### src/rtl/ram_arbiter_pkg.sv
// Shared types and helpers for the two-port RAM arbiter.
package ram_arbiter_pkg;

  typedef enum logic [1:0] {
    StIdle = 2'b00,
    StOwn0 = 2'b01,
    StOwn1 = 2'b10
  } arb_state_e;

  // Width of the hold counter; it never has to exceed MAX_HOLD-1.
  function automatic int unsigned hold_width(input int unsigned max_hold);
    return (max_hold <= 2) ? 1 : $clog2(max_hold);
  endfunction

endpackage

### src/rtl/ram_arbiter_hold_counter.sv
// Saturating count of consecutive granted cycles while the other port waits.
module ram_arbiter_hold_counter
  import ram_arbiter_pkg::*;
#(
  parameter int unsigned MAX_HOLD = 8
) (
  input  logic clk_i,
  input  logic rst_i,
  input  logic inc_i,
  input  logic clr_i,
  output logic at_limit_o
);

  localparam int unsigned CW       = hold_width(MAX_HOLD);
  localparam int unsigned LimitInt = (MAX_HOLD == 0) ? 0 : MAX_HOLD - 1;
  localparam logic [CW-1:0] Limit  = CW'(LimitInt);

  logic [CW-1:0] cnt_q, cnt_d;

  always_comb begin
    cnt_d = cnt_q;
    if (clr_i) begin
      cnt_d = '0;
    end else if (inc_i && (cnt_q != Limit)) begin
      cnt_d = cnt_q + CW'(1);
    end
  end

  always_ff @(posedge clk_i) begin
    if (rst_i) begin
      cnt_q <= '0;
    end else begin
      cnt_q <= cnt_d;
    end
  end

  // MAX_HOLD of zero disables preemption entirely.
  assign at_limit_o = (MAX_HOLD != 0) && (cnt_q == Limit);

endmodule

### src/rtl/ram_arbiter.sv
// Round-robin arbiter sharing one single-port RAM between CPU port 0 and loader port 1.
module ram_arbiter
  import ram_arbiter_pkg::*;
#(
  parameter int unsigned AW       = 8,
  parameter int unsigned DW       = 16,
  parameter int unsigned MAX_HOLD = 8
) (
  input  logic          clock,
  input  logic          clear,
  input  logic          req0,
  input  logic          we0,
  input  logic          lock0,
  input  logic [AW-1:0] addr0,
  input  logic [DW-1:0] wdata0,
  output logic          ack0,
  input  logic          req1,
  input  logic          we1,
  input  logic          lock1,
  input  logic [AW-1:0] addr1,
  input  logic [DW-1:0] wdata1,
  output logic          ack1,
  output logic          gnt0,
  output logic          gnt1,
  output logic [DW-1:0] rdata,
  output logic [AW-1:0] ram_addr,
  output logic [DW-1:0] ram_wdata,
  output logic          ram_we,
  input  logic [DW-1:0] ram_rdata
);

  arb_state_e state_q, state_d;
  logic       last_q, last_d;
  logic       hold_inc, hold_clr, hold_at_limit;

  ram_arbiter_hold_counter #(
    .MAX_HOLD(MAX_HOLD)
  ) u_hold (
    .clk_i     (clock),
    .rst_i     (clear),
    .inc_i     (hold_inc),
    .clr_i     (hold_clr),
    .at_limit_o(hold_at_limit)
  );

  always_comb begin
    state_d   = state_q;
    last_d    = last_q;
    ack0      = 1'b0;
    ack1      = 1'b0;
    ram_addr  = '0;
    ram_wdata = '0;
    ram_we    = 1'b0;
    hold_inc  = 1'b0;
    hold_clr  = 1'b1;
    unique case (state_q)
      StIdle: begin
        if (req0 && req1) begin
          state_d = last_q ? StOwn0 : StOwn1;
        end else if (req0) begin
          state_d = StOwn0;
        end else if (req1) begin
          state_d = StOwn1;
        end
      end
      StOwn0: begin
        last_d    = 1'b0;
        ack0      = req0;
        ram_addr  = addr0;
        ram_wdata = wdata0;
        ram_we    = req0 & we0;
        if (!req0) begin
          state_d = req1 ? StOwn1 : StIdle;
        end else if (req1 && !lock0 && hold_at_limit) begin
          state_d = StOwn1;
        end
        hold_inc = req0 & req1;
        hold_clr = !req1 || (state_d != state_q);
      end
      StOwn1: begin
        last_d    = 1'b1;
        ack1      = req1;
        ram_addr  = addr1;
        ram_wdata = wdata1;
        ram_we    = req1 & we1;
        if (!req1) begin
          state_d = req0 ? StOwn0 : StIdle;
        end else if (req0 && !lock1 && hold_at_limit) begin
          state_d = StOwn0;
        end
        hold_inc = req1 & req0;
        hold_clr = !req0 || (state_d != state_q);
      end
      default: state_d = StIdle;
    endcase
    // Nothing may reach the RAM while the arbiter is being cleared.
    if (clear) begin
      ack0   = 1'b0;
      ack1   = 1'b0;
      ram_we = 1'b0;
    end
  end

  always_ff @(posedge clock) begin
    if (clear) begin
      state_q <= StIdle;
      last_q  <= 1'b1;
    end else begin
      state_q <= state_d;
      last_q  <= last_d;
    end
  end

  assign gnt0  = (state_q == StOwn0);
  assign gnt1  = (state_q == StOwn1);
  assign rdata = ram_rdata;

endmodule

### config.mk
export PLATFORM = sky130hd
export DESIGN_NAME = ram_arbiter
export DESIGN_NICKNAME = d
export VERILOG_FILES = /design/src/rtl/ram_arbiter_pkg.sv /design/src/rtl/ram_arbiter_hold_counter.sv /design/src/rtl/ram_arbiter.sv
export SDC_FILE = /design/constraint.sdc
export NUM_CORES = 1
export LEC_CHECK = 0
export BUFFER_PORTS_ARGS = -buffer_cell sky130_fd_sc_hd__buf_2
export CAP_MARGIN = 5
export CORE_MARGIN = 2
export CORE_UTILIZATION = 31
export DETAILED_ROUTE_END_ITERATION = 8
export PLACE_DENSITY = 0.81
export SETUP_SLACK_MARGIN = 0.5
export SLEW_MARGIN = 40
export SYNTH_ARGS = -nofsm -noshare
export SYNTH_HDL_FRONTEND = slang
export SYNTH_HIERARCHICAL = 1
export SYNTH_SLANG_ARGS = --single-unit
### constraint.sdc
create_clock -name clock -period 2.3 [get_ports clock]
set_clock_uncertainty 0.1 [all_clocks]
set_input_delay 0.345 -clock clock [delete_from_list [all_inputs] [get_ports clock]]
set_output_delay 0.345 -clock clock [all_outputs]
set_load 0.05 [all_outputs]
After elaboration in Yosys (flattened, before gate mapping)

Cells that the tools add are included.

Bits of input ports: 72
Logic and storage cells: 54
Bits in read-only memories: 0
Memories kept: 0
Output and inout port bits: 45
Bits in writable memories: 0
Register bits after elaboration: 6
Bits in latches: 0

Bitwise operators: 3
Shifts and indexed selects: 0
Reduce and logical (&&, ||, !) cells: 16
Add/sub/neg operators: 1
Div/mod/pow operators: 0
Equal/unequal tests: 7
Mux-type cells: 24
Magnitude comparators: 0
$mul: 0

Operator list:

| operator                                            | count |
|---|---|
| case mux 16 bit (2 select lines)                    | 1 |
| two-way mux 2 bit                                   | 11 |
| case mux 8 bit (2 select lines)                     | 1 |
| two-way mux 1 bit                                   | 7 |
| logical AND 1 bit                                   | 6 |
| case mux 1 bit (2 select lines)                     | 3 |
| case mux 2 bit (3 select lines)                     | 1 |
| logical NOT 1 bit                                   | 4 |
| != test 2 bit                                       | 2 |
| != test 4 bit, second input constant                | 1 |
| OR reduction 2 bit                                  | 2 |
| adder 3 x 1 -> 3 bit, second input constant         | 1 |
| bitwise AND 1 bit                                   | 3 |
| equality test 3 bit, second input constant          | 1 |
| != test 3 bit, second input constant                | 1 |
| equality test 2 x 1 -> 1 bit, second input constant | 1 |
| equality test 2 bit, second input constant          | 1 |
| logical NOT 2 bit                                   | 1 |
| logical OR 1 bit                                    | 2 |
| nonzero test 2 bit                                  | 1 |

Depth between registers and ports, before layout

Gate-level depths: netlist of run 1.

Depth in word-level cells: 10
Depth in mapped cells: 7
Depth with buffers taken out: 7

Hierarchy

Netlist of run 1, hierarchy kept.

Modules (own cells, without submodules):

| module                   | times used | area each (um^2) | seq. area each (um^2) | cells an instance |
|---|---|---|---|---|
| ram_arbiter              | 1          | 701.9            | 60.1                  | 92 |
| ram_arbiter_hold_counter | 1          | 142.6            | 60.1                  | 12 |

Least setup slack after synthesis of run 1

OpenSTA, ideal clock, no wires.

Kind: reg2out
Start: register state_q[1]
End: output port ram_we
Buffers on the path: 0
Arrival: 2658 ps
Cell stages (with the launch flop): 7
Required time: 1855 ps
Path slack: -803 ps
Path through: dfxtp_1 > inv_1 > ha_1 > nand2_1 > nor2_1 > a22oi_1 > nor2_1

Longest elaborated chain between the ends: 3
Elaborated cells on any way between the ends: 4
Classes of those cells: 2 x eq/ne; 2 x mux

RTL lines:

| item                            | line               | RTL |
|---|---|---|
| start: declaration              | ram_arbiter.sv:32  | `arb_state_e state_q, state_d;` |
| start signal: assignment        | ram_arbiter.sv:106 | `state_q <= StIdle;` |
| start signal: assignment        | ram_arbiter.sv:109 | `state_q <= state_d;` |
| equality test 2 x 1 -> 1 bit    | -                  |  |
| named net gnt0                  | ram_arbiter.sv:23  | `output logic gnt0,` |
| case mux 1 bit (2 select lines) | ram_arbiter.sv:56  | `unique case (state_q)` |
| two-way mux 1 bit               | ram_arbiter.sv:97  | `if (clear) begin` |
| end: declaration                | ram_arbiter.sv:28  | `output logic ram_we,` |

The timed path passes the listed nets, and every way through them passes these cells.

Worst setup path in the final report of run 1

Start: register state_q[0]
End: output port ram_wdata[1]

Longest elaborated chain between the ends: 2
Elaborated cells on any way between the ends: 3
Classes of those cells: 2 x eq/ne; 1 x mux

RTL lines:

| item                                                                       | line              | RTL |
|---|---|---|
| equality test 2 bit / equality test 2 x 1 -> 1 bit (equally long branches) | ram_arbiter.sv:56 |  |
| case mux 16 bit (2 select lines) (*)                                       | ram_arbiter.sv:56 |  |
| end: declaration                                                           | ram_arbiter.sv:27 | `output logic [DW-1:0] ram_wdata,` |

Every way passes the cells marked *; elsewhere a longest branch is shown, timed or not.

==> flow_summary.json, run 1 <==
{
  "setup_repair_after_global_routing_missed_its_margin": "yes",
  "layout_setup_ws_ns": 0.1519,
  "clock_power_share_pct": 10.0,
  "detailed_place.area_um2": 1466,
  "core_region_um2": 2522,
  "top_reg_cell_synth": "sky130_fd_sc_hd__dfxtp_1",
  "dp_hpwl_um": 2542,
  "synth-simple-area-share_pct": 12.89,
  "final_period_minus_worst_setup_slack_ns": 2.148,
  "yosys-top-cells-area": "sky130_fd_sc_hd__a22o_1 25%, sky130_fd_sc_hd__buf_4 15%, sky130_fd_sc_hd__dfxtp_1 14%, sky130_fd_sc_hd__ha_1 8.9%, sky130_fd_sc_hd__a22oi_1 2.7%",
  "clk_pin_slew_ns": 0.05,
  "p_switching_w": 0.0005015,
  "cts.hold.buffers_added": 0,
  "ios": 117,
  "io_buffers": 84,
  "netlist_instances": 104,
  "critPathLaunch": "state_q[0]$_SDFFE_PP0P_",
  "critical_path.reg2reg.endpoint": "u_hold/cnt_q[1]$_SDFFE_PP0P_",
  "grt.overflow.total": 0,
  "number_of_global_route_vias_before_repair": 1319,
  "critPathArrivalTime_ns": 1.70,
  "synth_compound_area_share_pct": 40.15,
  "fraction_of_layout_instances_using_a_drive_strength_above_1_pct": 82.11,
  "cp_max_fo": 6,
  "dp_slack_ns": 0.2544,
  "synth_area_per_cell_um2": 8.121,
  "ctsRootBufferMaster": "sky130_fd_sc_hd__clkbuf_4",
  "n_fill_cell": 129,
  "seq_area_frac_synth_pct": 14.22,
  "report.final.setup_viol": 0,
  "critical_path_class": "flip-flop to primary output",
  "max_slew.worst_pin.slew_ns": 0.2939,
  "maxCapViolations": 0,
  "synth_mux_area_share_pct": 2.370,
  "nets": 269,
  "cts.path.max_buffers": 2,
  "drt_iter0_markers": 79,
  "synthArstFlopShare_pct": 0,
  "avgRoutedWirePerCell_um": 23.58,
  "die_area_um2": 3158,
  "synth.top_cell.area_share_pct": 24.89,
  "final_max_slew_viol_count": 0,
  "cp.required_ns": 1.86,
  "routed_wirelength_um": 5187,
  "drc_errors": 0,
  "synth_top_family_by_area": "compound AO/OA/AOI/OAI gates",
  "reg2reg_slack_ns": 0.46,
  "power_switching_share_pct": 45.83,
  "grt_start_max_net_pins": 14,
  "power.leakage_nw": 1.031,
  "antenna_violating_nets_post_route": 0,
  "initial_core_util_pct": 33.48,
  "multiInputGateArea_um2": 868.3,
  "synth.net_count": 182,
  "die_w_um": 56.20,
  "yosysTopAreaCell": "sky130_fd_sc_hd__a22o_1",
  "ctsHtreeMaxLevel": 1,
  "num_rows": 18,
  "vias": 1301,
  "post_synth_instance_area_um2": 844.6,
  "share_comb_of_total_power_pct": 77.7,
  "p_per_area_nw_per_um2": 526.8,
  "flow.area_growth_from_synthesis_pct": 145.9,
  "worst_slew_margin_rel_pct": 80.41,
  "cell_internal_pwr_w": 0.0005927,
  "report.final.hold_viol_count": 0,
  "reg2reg_depth": 9,
  "synth.lib_cells_used.distinct": 30,
  "worst_r2r_startpoint": "state_q[0]$_SDFFE_PP0P_",
  "clk-insertion-delay-late_ns": 0.25,
  "critPathCaptureType": "primary output",
  "final.period_utilization_pct": 93.40,
  "global_route_usage_over_all_layers_pct": 28.65,
  "count_of_flip_flops_with_a_built_in_enable_after_synthesis": 0,
  "regArea_um2": 127.6,
  "placer_congestion_estimate": 0.8076,
  "antenna_found_initial": 0,
  "dr_vias_cell": 5.914,
  "peakVddDrop_mv": 0.4005,
  "post-route-cell-area_um2": 2077,
  "cts_tree": "yes",
  "antenna-diode-count": 0,
  "setup.worst_path.start_class": "flip-flop",
  "cts_num_sinks": 6,
  "run_status": "finished, final reports clean",
  "grt_pass1_wl_um": 7086,
  "totalNegativeSetupSlack_ns": 0,
  "finalHoldWorstSlack_ns": 0.3314,
  "cp-endpoint": "ram_wdata[1]",
  "hold_path.class": "primary input to flip-flop",
  "synth.ff_latch_count": 6,
  "first_pass_iters": 4,
  "die_h_um": 56.20,
  "power.share.sequential_pct": 12.3,
  "post_synth_xor_area_fraction_pct": 1.037,
  "final_core_util_pct": 82.34,
  "yosys.area_share.adder_pct": 8.889,
  "cts_buffers": 3,
  "fmaxAchievable_mhz": 465.5,
  "yosysWarnings": 6
}
area by class of cell:
type	instances	area share, %
tap	30	1.807
inverter	5	1.506
clock buffer	4	1.265
timing repair buffer	105	47.47
multi-input combinational	70	41.81
sequential	6	6.145
metrics by stage:
| step | instances | total power (W) |
|---|---|---|
| 2_1_floorplan | 104 | 0.0006277 |
| 3_3_place_gp | 197 | 0.0006614 |
| 3_5_place_dp | 197 | 0.0006729 |
| 4_1_cts | 213 | 0.0009882 |
| 5_1_grt | 220 | 0.001133 |
| 6_report | 220 | 0.001094 |
cells in the final DEF (no fill, tap or decap), types with 3 or more instances in the layout:
| cell | count |
|---|---|
| sky130_fd_sc_hd__clkbuf_4 | 3 |
| sky130_fd_sc_hd__buf_8 | 25 |
| sky130_fd_sc_hd__buf_12 | 4 |
| sky130_fd_sc_hd__buf_6 | 6 |
| sky130_fd_sc_hd__buf_16 | 4 |
| sky130_fd_sc_hd__ha_4 | 3 |
| sky130_fd_sc_hd__nor3_2 | 3 |
| sky130_fd_sc_hd__nor2_4 | 3 |
| sky130_fd_sc_hd__dfxtp_1 | 4 |
| sky130_fd_sc_hd__a21oi_1 | 3 |
| sky130_fd_sc_hd__buf_2 | 57 |
| sky130_fd_sc_hd__a22o_4 | 24 |
| sky130_fd_sc_hd__o21ai_0 | 3 |
| sky130_fd_sc_hd__buf_4 | 9 |
synth_stat cells, types with 2 or more instances:
master,count
sky130_fd_sc_hd__a21oi_1,3
sky130_fd_sc_hd__a22o_1,24
sky130_fd_sc_hd__a22oi_1,3
sky130_fd_sc_hd__and2_1,2
sky130_fd_sc_hd__buf_2,3
sky130_fd_sc_hd__buf_4,17
sky130_fd_sc_hd__clkbuf_1,3
sky130_fd_sc_hd__dfxtp_1,6
sky130_fd_sc_hd__ha_1,6
sky130_fd_sc_hd__inv_1,4
sky130_fd_sc_hd__mux2i_1,2
sky130_fd_sc_hd__nand2_1,3
sky130_fd_sc_hd__nand2b_1,2
sky130_fd_sc_hd__nor2_1,4
sky130_fd_sc_hd__nor3_1,4
sky130_fd_sc_hd__o21ai_0,4
state kept, by name, summed over array words and instances (netlist names):
signal	count
last_q	1
state_q	2
u_hold/cnt_q	3
power groups by stage:
stage	sequential (W)	combinational, W	clock (W)
after floorplan	0.000136	0.000492	0
after global placement	0.000138	0.000523	0
after detailed placement	0.000140	0.000533	0
after CTS	0.000131	0.000742	0.000115
after global routing	0.000135	0.000877	0.000120
final	0.000134	0.000850	0.000109
worst max-delay path: stages (launching register included):
cell and delay (ns):
sky130_fd_sc_hd__dfxtp_4 0.39, sky130_fd_sc_hd__inv_6 0.05, sky130_fd_sc_hd__ha_4 0.23, sky130_fd_sc_hd__and2_4 0.22, sky130_fd_sc_hd__buf_16 0.16, sky130_fd_sc_hd__a22o_4 0.26, sky130_fd_sc_hd__buf_8 0.15
cell families after synthesis:
group	Yosys count
fa+ha+maj	6
mux	2
flops	6
compound gates	42
xor+xnor	1
simple gates	19
buf+inv	28
timing repair:
item | 4_1_cts | 5_1_grt
gates resized for setup | 87 | 16
cloned | 4 | 0
setup buffers | 8 | 7
pin swaps | 26 | 12
setup endpoints to repair | 28 | 31
per-layer routing:
metal	vias to the layer above	routed length [um]	GRT usage, %
met2	109	2659	52.77
met3	22	441	6.977
met1	614	1896	31.43
met4	0	190	10.20
met5	-	0	0
li1	556	-	-
how the worst min path moves through the flow:
stage                              startpoint                       to  slack (ns)  cells after the start
after floorplan                         clear  state_q[0]$_SDFFE_PP0P_        0.30                      1
after global placement    last_q$_SDFFE_PP1P_      last_q$_SDFFE_PP1P_        0.39                      1
after detailed placement  last_q$_SDFFE_PP1P_      last_q$_SDFFE_PP1P_        0.39                      1
after CTS                               clear  state_q[0]$_SDFFE_PP0P_        0.30                      2
after global routing                    clear  state_q[0]$_SDFFE_PP0P_        0.35                      2
final                                   clear  state_q[0]$_SDFFE_PP0P_        0.33                      2
(Power assumes the default switching activity.)
==> inputs of run 2 (changes only) <==
--- a/config.mk
+++ b/config.mk
@@ -7,7 +7,8 @@
 export LEC_CHECK = 0
 export BUFFER_PORTS_ARGS = -buffer_cell sky130_fd_sc_hd__buf_2
 export CAP_MARGIN = 5
-export CORE_MARGIN = 2
+export CORE_ASPECT_RATIO = 1.1
+export CORE_MARGIN = 4
 export CORE_UTILIZATION = 31
 export DETAILED_ROUTE_END_ITERATION = 8
 export PLACE_DENSITY = 0.81
==> run 2 against run 1 <==
Against the previous run: utilization fell by 3.1 points; non-clock buffer count fell by 5; sequential cell count unchanged; register-to-register slack gained 0.06 ns; sequential power barely moved; maximum frequency rose by 0.93%; critical path depth did not move; hold slack better by 0.016 ns; die area is 15% higher; via count fell by 4.4%; highest routed layer unchanged.
==> flow_summary.json, run 2 (synthesis gave the netlist of run 1 again) <==
{
  "run_status": "finished, final reports clean",
  "antenna_violating_nets_post_route": 0,
  "antenna_found_initial": 0,
  "ctsHtreeMaxLevel": 1,
  "clk-insertion-delay-late_ns": 0.25,
  "cts.path.max_buffers": 2,
  "power_switching_share_pct": 46.36,
  "totalNegativeSetupSlack_ns": 0,
  "report.final.hold_viol_count": 0,
  "post-route-cell-area_um2": 2014,
  "reg2reg_depth": 8,
  "critical_path.reg2reg.endpoint": "u_hold/cnt_q[2]$_SDFFE_PP0P_",
  "io_buffers": 84,
  "cts_buffers": 3,
  "setup_repair_after_global_routing_missed_its_margin": "yes",
  "setup.worst_path.start_class": "flip-flop",
  "number_of_flip_flops_under_the_largest_register_name": 3,
  "placer_congestion_estimate": 0.9182,
  "p_per_area_nw_per_um2": 512.4,
  "power.share.sequential_pct": 13.0,
  "reg2reg_slack_ns": 0.52,
  "grt_pass1_wl_um": 6782,
  "flow.area_growth_from_synthesis_pct": 138.5,
  "die_area_um2": 3624,
  "fraction_of_layout_instances_using_a_drive_strength_above_1_pct": 83.78,
  "cts_tree": "yes",
  "route.met2.wl_um": 2613,
  "avgRoutedWirePerCell_um": 23.35,
  "critical_path_class": "flip-flop to primary output",
  "power.leakage_nw": 0.9903,
  "number_of_global_route_vias_before_repair": 1258,
  "clock_power_share_pct": 10.6,
  "drc_errors": 0,
  "hold_path.class": "primary input to flip-flop",
  "ios": 117,
  "drt_iter0_markers": 86,
  "critPathArrivalTime_ns": 1.68,
  "max_slew.worst_pin.slew_ns": 0.2782,
  "dp_hpwl_um": 2747,
  "dr_wl_met3_um": 446,
  "grt_start_max_net_pins": 13,
  "num_rows": 19,
  "detailed_place.area_um2": 1468,
  "nets": 264,
  "grt.overflow.total": 0,
  "cts.hold.buffers_added": 0,
  "antenna-diode-count": 0,
  "first_pass_iters": 4,
  "final_max_slew_viol_count": 0,
  "layout_commonest_cell": "sky130_fd_sc_hd__buf_2",
  "worst_r2r_startpoint": "state_q[0]$_SDFFE_PP0P_",
  "final_core_util_pct": 79.19,
  "p_switching_w": 0.0004786,
  "dr_vias_cell": 5.759,
  "final_cell_mix": "57 x sky130_fd_sc_hd__buf_2, 24 x sky130_fd_sc_hd__a22o_4, 23 x sky130_fd_sc_hd__buf_8",
  "initial_core_util_pct": 33.20,
  "die_w_um": 57.77,
  "critPathLaunch": "state_q[0]$_SDFFE_PP0P_",
  "highest-signal-layer": "met4",
  "cp.required_ns": 1.86,
  "peakVddDrop_mv": 0.4597,
  "regMostFlops": "u_hold/cnt_q",
  "routed_wirelength_um": 5043,
  "worst_slew_margin_rel_pct": 81.21,
  "largest_registers": "u_hold/cnt_q: 3 flops, state_q: 2 flops, last_q: 1 flops",
  "maxCapViolations": 0,
  "cell_internal_pwr_w": 0.0005537,
  "die_h_um": 62.75,
  "cp_max_fo": 6,
  "fmaxAchievable_mhz": 469.8,
  "final_period_minus_worst_setup_slack_ns": 2.128,
  "critPathCaptureType": "primary output",
  "ctsRootBufferMaster": "sky130_fd_sc_hd__clkbuf_4",
  "core_region_um2": 2544,
  "met1Wirelength_um": 1760,
  "global_route_usage_over_all_layers_pct": 23.88,
  "report.final.setup_viol": 0,
  "vias": 1244,
  "share_comb_of_total_power_pct": 76.4,
  "cts_num_sinks": 6,
  "cp-endpoint": "ram_wdata[10]",
  "final.period_utilization_pct": 92.54,
  "clk_pin_slew_ns": 0.05
}
## run 2: timing repair
item / 4_1_cts / 5_1_grt
buffers inserted: 7 / 3
pin swaps: 6 / 21
setup endpoints to repair: 26 / 31
gates resized for setup: 66 / 35
gates cloned: 3 / 1
## run 2: critical path, cell delays in order, from the launching register on
cell	delay (ns)
sky130_fd_sc_hd__dfxtp_4	0.37
sky130_fd_sc_hd__buf_12	0.13
sky130_fd_sc_hd__ha_4	0.15
sky130_fd_sc_hd__and2_4	0.21
sky130_fd_sc_hd__clkbuf_16	0.18
sky130_fd_sc_hd__a22o_4	0.25
sky130_fd_sc_hd__buf_8	0.15
## run 2: cell type report
type / instances / area (um^2)
sequential: 6 / 127.6
clock buffer: 4 / 26.28
tap: 31 / 38.79
timing repair buffer: 100 / 910.9
multi-input combinational: 70 / 884.6
inverter: 5 / 26.28
fill: 153 / 529.3
## run 2: metal layers
metal	GRT usage [%]	up-vias
met5	0	-
met4	5.507	0
met3	5.579	22
met2	44.77	93
met1	26.23	583
li1	-	546
## run 2: how the worst min path moves through the flow
stage / startpoint / to / slack [ns] / cells past startpoint
floorplan: clear / state_q[0]$_SDFFE_PP0P_ / 0.30 / 1
global placement: state_q[0]$_SDFFE_PP0P_ / state_q[0]$_SDFFE_PP0P_ / 0.40 / 2
detailed placement: last_q$_SDFFE_PP1P_ / last_q$_SDFFE_PP1P_ / 0.40 / 1
CTS: clear / state_q[0]$_SDFFE_PP0P_ / 0.30 / 2
global route: clear / state_q[0]$_SDFFE_PP0P_ / 0.36 / 2
finish: clear / state_q[0]$_SDFFE_PP0P_ / 0.35 / 2
## run 2: power by group through the flow
| stage | sequential, W | combinational (W) | clock [W] |
|---|---|---|---|
| 2_1_floorplan | 0.000136 | 0.000492 | 0 |
| 3_3_place_gp | 0.000139 | 0.000523 | 0 |
| 3_5_place_dp | 0.000140 | 0.000537 | 0 |
| 4_1_cts | 0.000131 | 0.000705 | 0.000113 |
| 5_1_grt | 0.000136 | 0.000825 | 0.000120 |
| 6_report | 0.000134 | 0.000789 | 0.000110 |
## run 2: through the flow
stage / std cells / hold WS [ns] / setup slack [ns] / total power [W]
floorplan: 104 / 0.3044 / 0.3269 / 0.0006277
global route: 216 / 0.3554 / 0.1286 / 0.001081
detailed placement: 198 / 0.3990 / 0.2359 / 0.0006766
CTS: 212 / 0.3039 / 0.1840 / 0.0009493
global placement: 198 / 0.4001 / 0.2837 / 0.0006620
finish: 216 / 0.3476 / 0.1716 / 0.001032
==> inputs of run 3 (changes only) <==
--- a/config.mk
+++ b/config.mk
@@ -18,3 +18,4 @@
 export SYNTH_HDL_FRONTEND = slang
 export SYNTH_HIERARCHICAL = 1
 export SYNTH_SLANG_ARGS = --single-unit
+export TNS_END_PERCENT = 1
==> constraint.sdc (replaced) <==
create_clock -name clock -period 2.3 [get_ports clock]
set_clock_uncertainty 0.1 [all_clocks]
set_input_delay 0.23 -clock clock [delete_from_list [all_inputs] [get_ports clock]]
set_output_delay 0.23 -clock clock [all_outputs]
set_load 0.05 [all_outputs]
==> run 3 against run 2 <==
Against the previous run: count of clock-buffer cells in the layout is the same; critical path depth unchanged; register-to-register slack better by 0.03 ns; maximum frequency increased by 7.0%; first-iteration DRC count fell by 47%; final area fell by 13%; non-clock buffer count decreased by 8; total power is 13% lower; worst setup slack better by 0.14 ns; routed wire length down 24%; clock power about the same; utilization decreased by 11 points; critical path type unchanged; largest power group unchanged.
==> flow_summary.json, run 3 (synthesis gave the netlist of run 1 again) <==
{
  "run_status": "finished, final reports clean",
  "cp_top_family": "buffers and inverters",
  "antenna_violating_nets_post_route": 0,
  "cts.hold.buffers_added": 0,
  "final_max_slew_viol_count": 0,
  "final_cell_mix": "59 x sky130_fd_sc_hd__buf_2, 24 x sky130_fd_sc_hd__buf_6, 21 x sky130_fd_sc_hd__a22o_4",
  "critical_path_class": "flip-flop to primary output",
  "die_w_um": 57.77,
  "nets": 256,
  "report.final.setup_viol": 0,
  "number_of_flip_flops_under_the_largest_register_name": 3,
  "num_rows": 19,
  "critical_path_buf_inv_count": 3,
  "worst_path_max_delay_cell": "sky130_fd_sc_hd__dfxtp_4",
  "ctsHtreeMaxLevel": 1,
  "die_area_um2": 3624,
  "final_period_minus_worst_setup_slack_ns": 1.988,
  "io_buffers": 84,
  "max_slew.worst_pin.slew_ns": 0.2766,
  "peakVddDrop_mv": 0.4547,
  "clk_pin_slew_ns": 0.05,
  "p_per_area_nw_per_um2": 517.7,
  "fraction_of_layout_instances_using_a_drive_strength_above_1_pct": 77.40,
  "first_pass_iters": 4,
  "maxCapViolations": 0,
  "ctsRootBufferMaster": "sky130_fd_sc_hd__clkbuf_4",
  "finalHoldWorstSlack_ns": 0.1981,
  "avgRoutedWirePerCell_um": 18.43,
  "ios": 117,
  "placer_congestion_estimate": 0.8570,
  "cp_max_fo": 12,
  "critical_path.max_stage_delay_ns": 0.35,
  "grt.overflow.total": 0,
  "largest_registers": "u_hold/cnt_q: 3 flops, state_q: 2 flops, last_q: 1 flops",
  "cts_buffers": 3,
  "dp_hpwl_um": 2740,
  "totalNegativeSetupSlack_ns": 0,
  "cp.required_ns": 1.97,
  "antenna-diode-count": 0,
  "finalNonFillerCells": 208,
  "dr_vias_cell": 5.543,
  "critPathCaptureType": "primary output",
  "final.period_utilization_pct": 86.45,
  "antenna_found_initial": 0,
  "flow.area_growth_from_synthesis_pct": 106.5,
  "setup.worst_path.start_class": "flip-flop",
  "die_h_um": 62.75,
  "critPathArrivalTime_ns": 1.66,
  "n_fill_cell": 192,
  "vias": 1153,
  "grt_pass1_wl_um": 5947,
  "routed_wirelength_um": 3833,
  "timing.critical_path.cells": "buf_4 -> ha_4 -> and2_4 -> buf_12 -> a22o_2 -> buf_6",
  "power.leakage_nw": 0.8788,
  "global_route_usage_over_all_layers_pct": 20.76,
  "cts_num_sinks": 6,
  "cts.path.max_buffers": 2,
  "report.final.hold_viol_count": 0,
  "drc_errors": 0,
  "number_of_global_route_vias_before_repair": 1232,
  "cts_tree": "yes",
  "clk-insertion-delay-late_ns": 0.25,
  "hold_path.class": "primary input to flip-flop",
  "grt_start_max_net_pins": 13,
  "core_region_um2": 2544,
  "setup_repair_after_global_routing_missed_its_margin": "yes",
  "drt_iter0_markers": 46,
  "worst_slew_margin_rel_pct": 81.32,
  "regMostFlops": "u_hold/cnt_q",
  "initial_core_util_pct": 33.20,
  "fmaxAchievable_mhz": 503.0,
  "layout_commonest_cell": "sky130_fd_sc_hd__buf_2",
  "placedCellCount": 198
}
==> run 3: cell count changes in the layout (fill, tap and decap cells not counted), moves of 2 or more <==
cell                      change
sky130_fd_sc_hd__buf_8       -21
sky130_fd_sc_hd__buf_6       +20
sky130_fd_sc_hd__buf_4        -6
sky130_fd_sc_hd__nor3_1       +4
sky130_fd_sc_hd__nor3_2       -4
sky130_fd_sc_hd__a22o_2       +3
sky130_fd_sc_hd__a22o_4       -3
sky130_fd_sc_hd__buf_2        +2
sky130_fd_sc_hd__o21ai_0      +2
sky130_fd_sc_hd__o21ai_1      -2
==> run 3: final timing paths <==
kind	slack (ns)	cells after the start	endpoint	from
max	0.31	6	ram_addr[1]	state_q[0]$_SDFFE_PP0P_
min	0.20	2	state_q[0]$_SDFFE_PP0P_	clear
max reg2reg	0.55	7	state_q[0]$_SDFFE_PP0P_	u_hold/cnt_q[0]$_SDFFE_PP0P_
min reg2reg	0.41	1	last_q$_SDFFE_PP1P_	last_q$_SDFFE_PP1P_
==> run 3: power breakdown <==
group / switching (W) / internal [W] / leakage (nW) / total, W
combinational: 0.000371 / 0.000292 / 0.813 / 0.000663
clock: 0.0000449 / 0.0000662 / 0.0150 / 0.000111
sequential: 0.0000113 / 0.000118 / 0.0503 / 0.000129
total: 0.000427 / 0.000476 / 0.879 / 0.000903
==> run 3: per-layer routing <==
metal  vias up  routed length [um]  part of all wire [%]  global-route usage [%]
li1        531                   -                     -                       -
met3        16                 358                   9.3                   4.752
met1       534                1330                    35                   20.64
met4         0                  80                   2.1                   7.536
met2        72                2064                    54                   40.11
met5         -                   0                     0                       0
==> run 3: what timing repair did <==
item                       4_1_cts  5_1_grt
pin swaps                        2        1
setup endpoints to repair       25       32
setup buffers                    4        0
cloned                           2        0
resized for setup               65        3
==> run 3: through the flow <==
step | area, um^2 | power, W | util [%] | setup WS (ns)
final | 1744 | 0.0009029 | 68.57 | 0.3117
after floorplan | 1124 | 0.0006191 | - | 0.4418
after CTS | 1738 | 0.0009021 | 68.32 | 0.3025
after detailed placement | 1410 | 0.0006543 | 55.44 | 0.2445
after global placement | 1410 | 0.0006446 | 55.44 | 0.2857
after global routing | 1744 | 0.0009513 | 68.57 | 0.2580
==> run 3: cell type report <==
type / instances / area [um^2] / area share [%]
Multi-Input combinational cell: 70 / 814.5 / 46.70
Timing Repair Buffer: 92 / 713.2 / 40.89
Sequential cell: 6 / 127.6 / 7.317
Tap cell: 31 / 38.79 / 2.224
Clock buffer: 4 / 26.28 / 1.506
Inverter: 5 / 23.77 / 1.363
==> run 3: worst register-to-register path: cells and delay by family, from the launching register on <==
family | cells | cell delay, ns
flops | 1 | 0.35
fa+ha+maj | 2 | 0.43
compound gates | 4 | 0.68
simple gates | 1 | 0.13
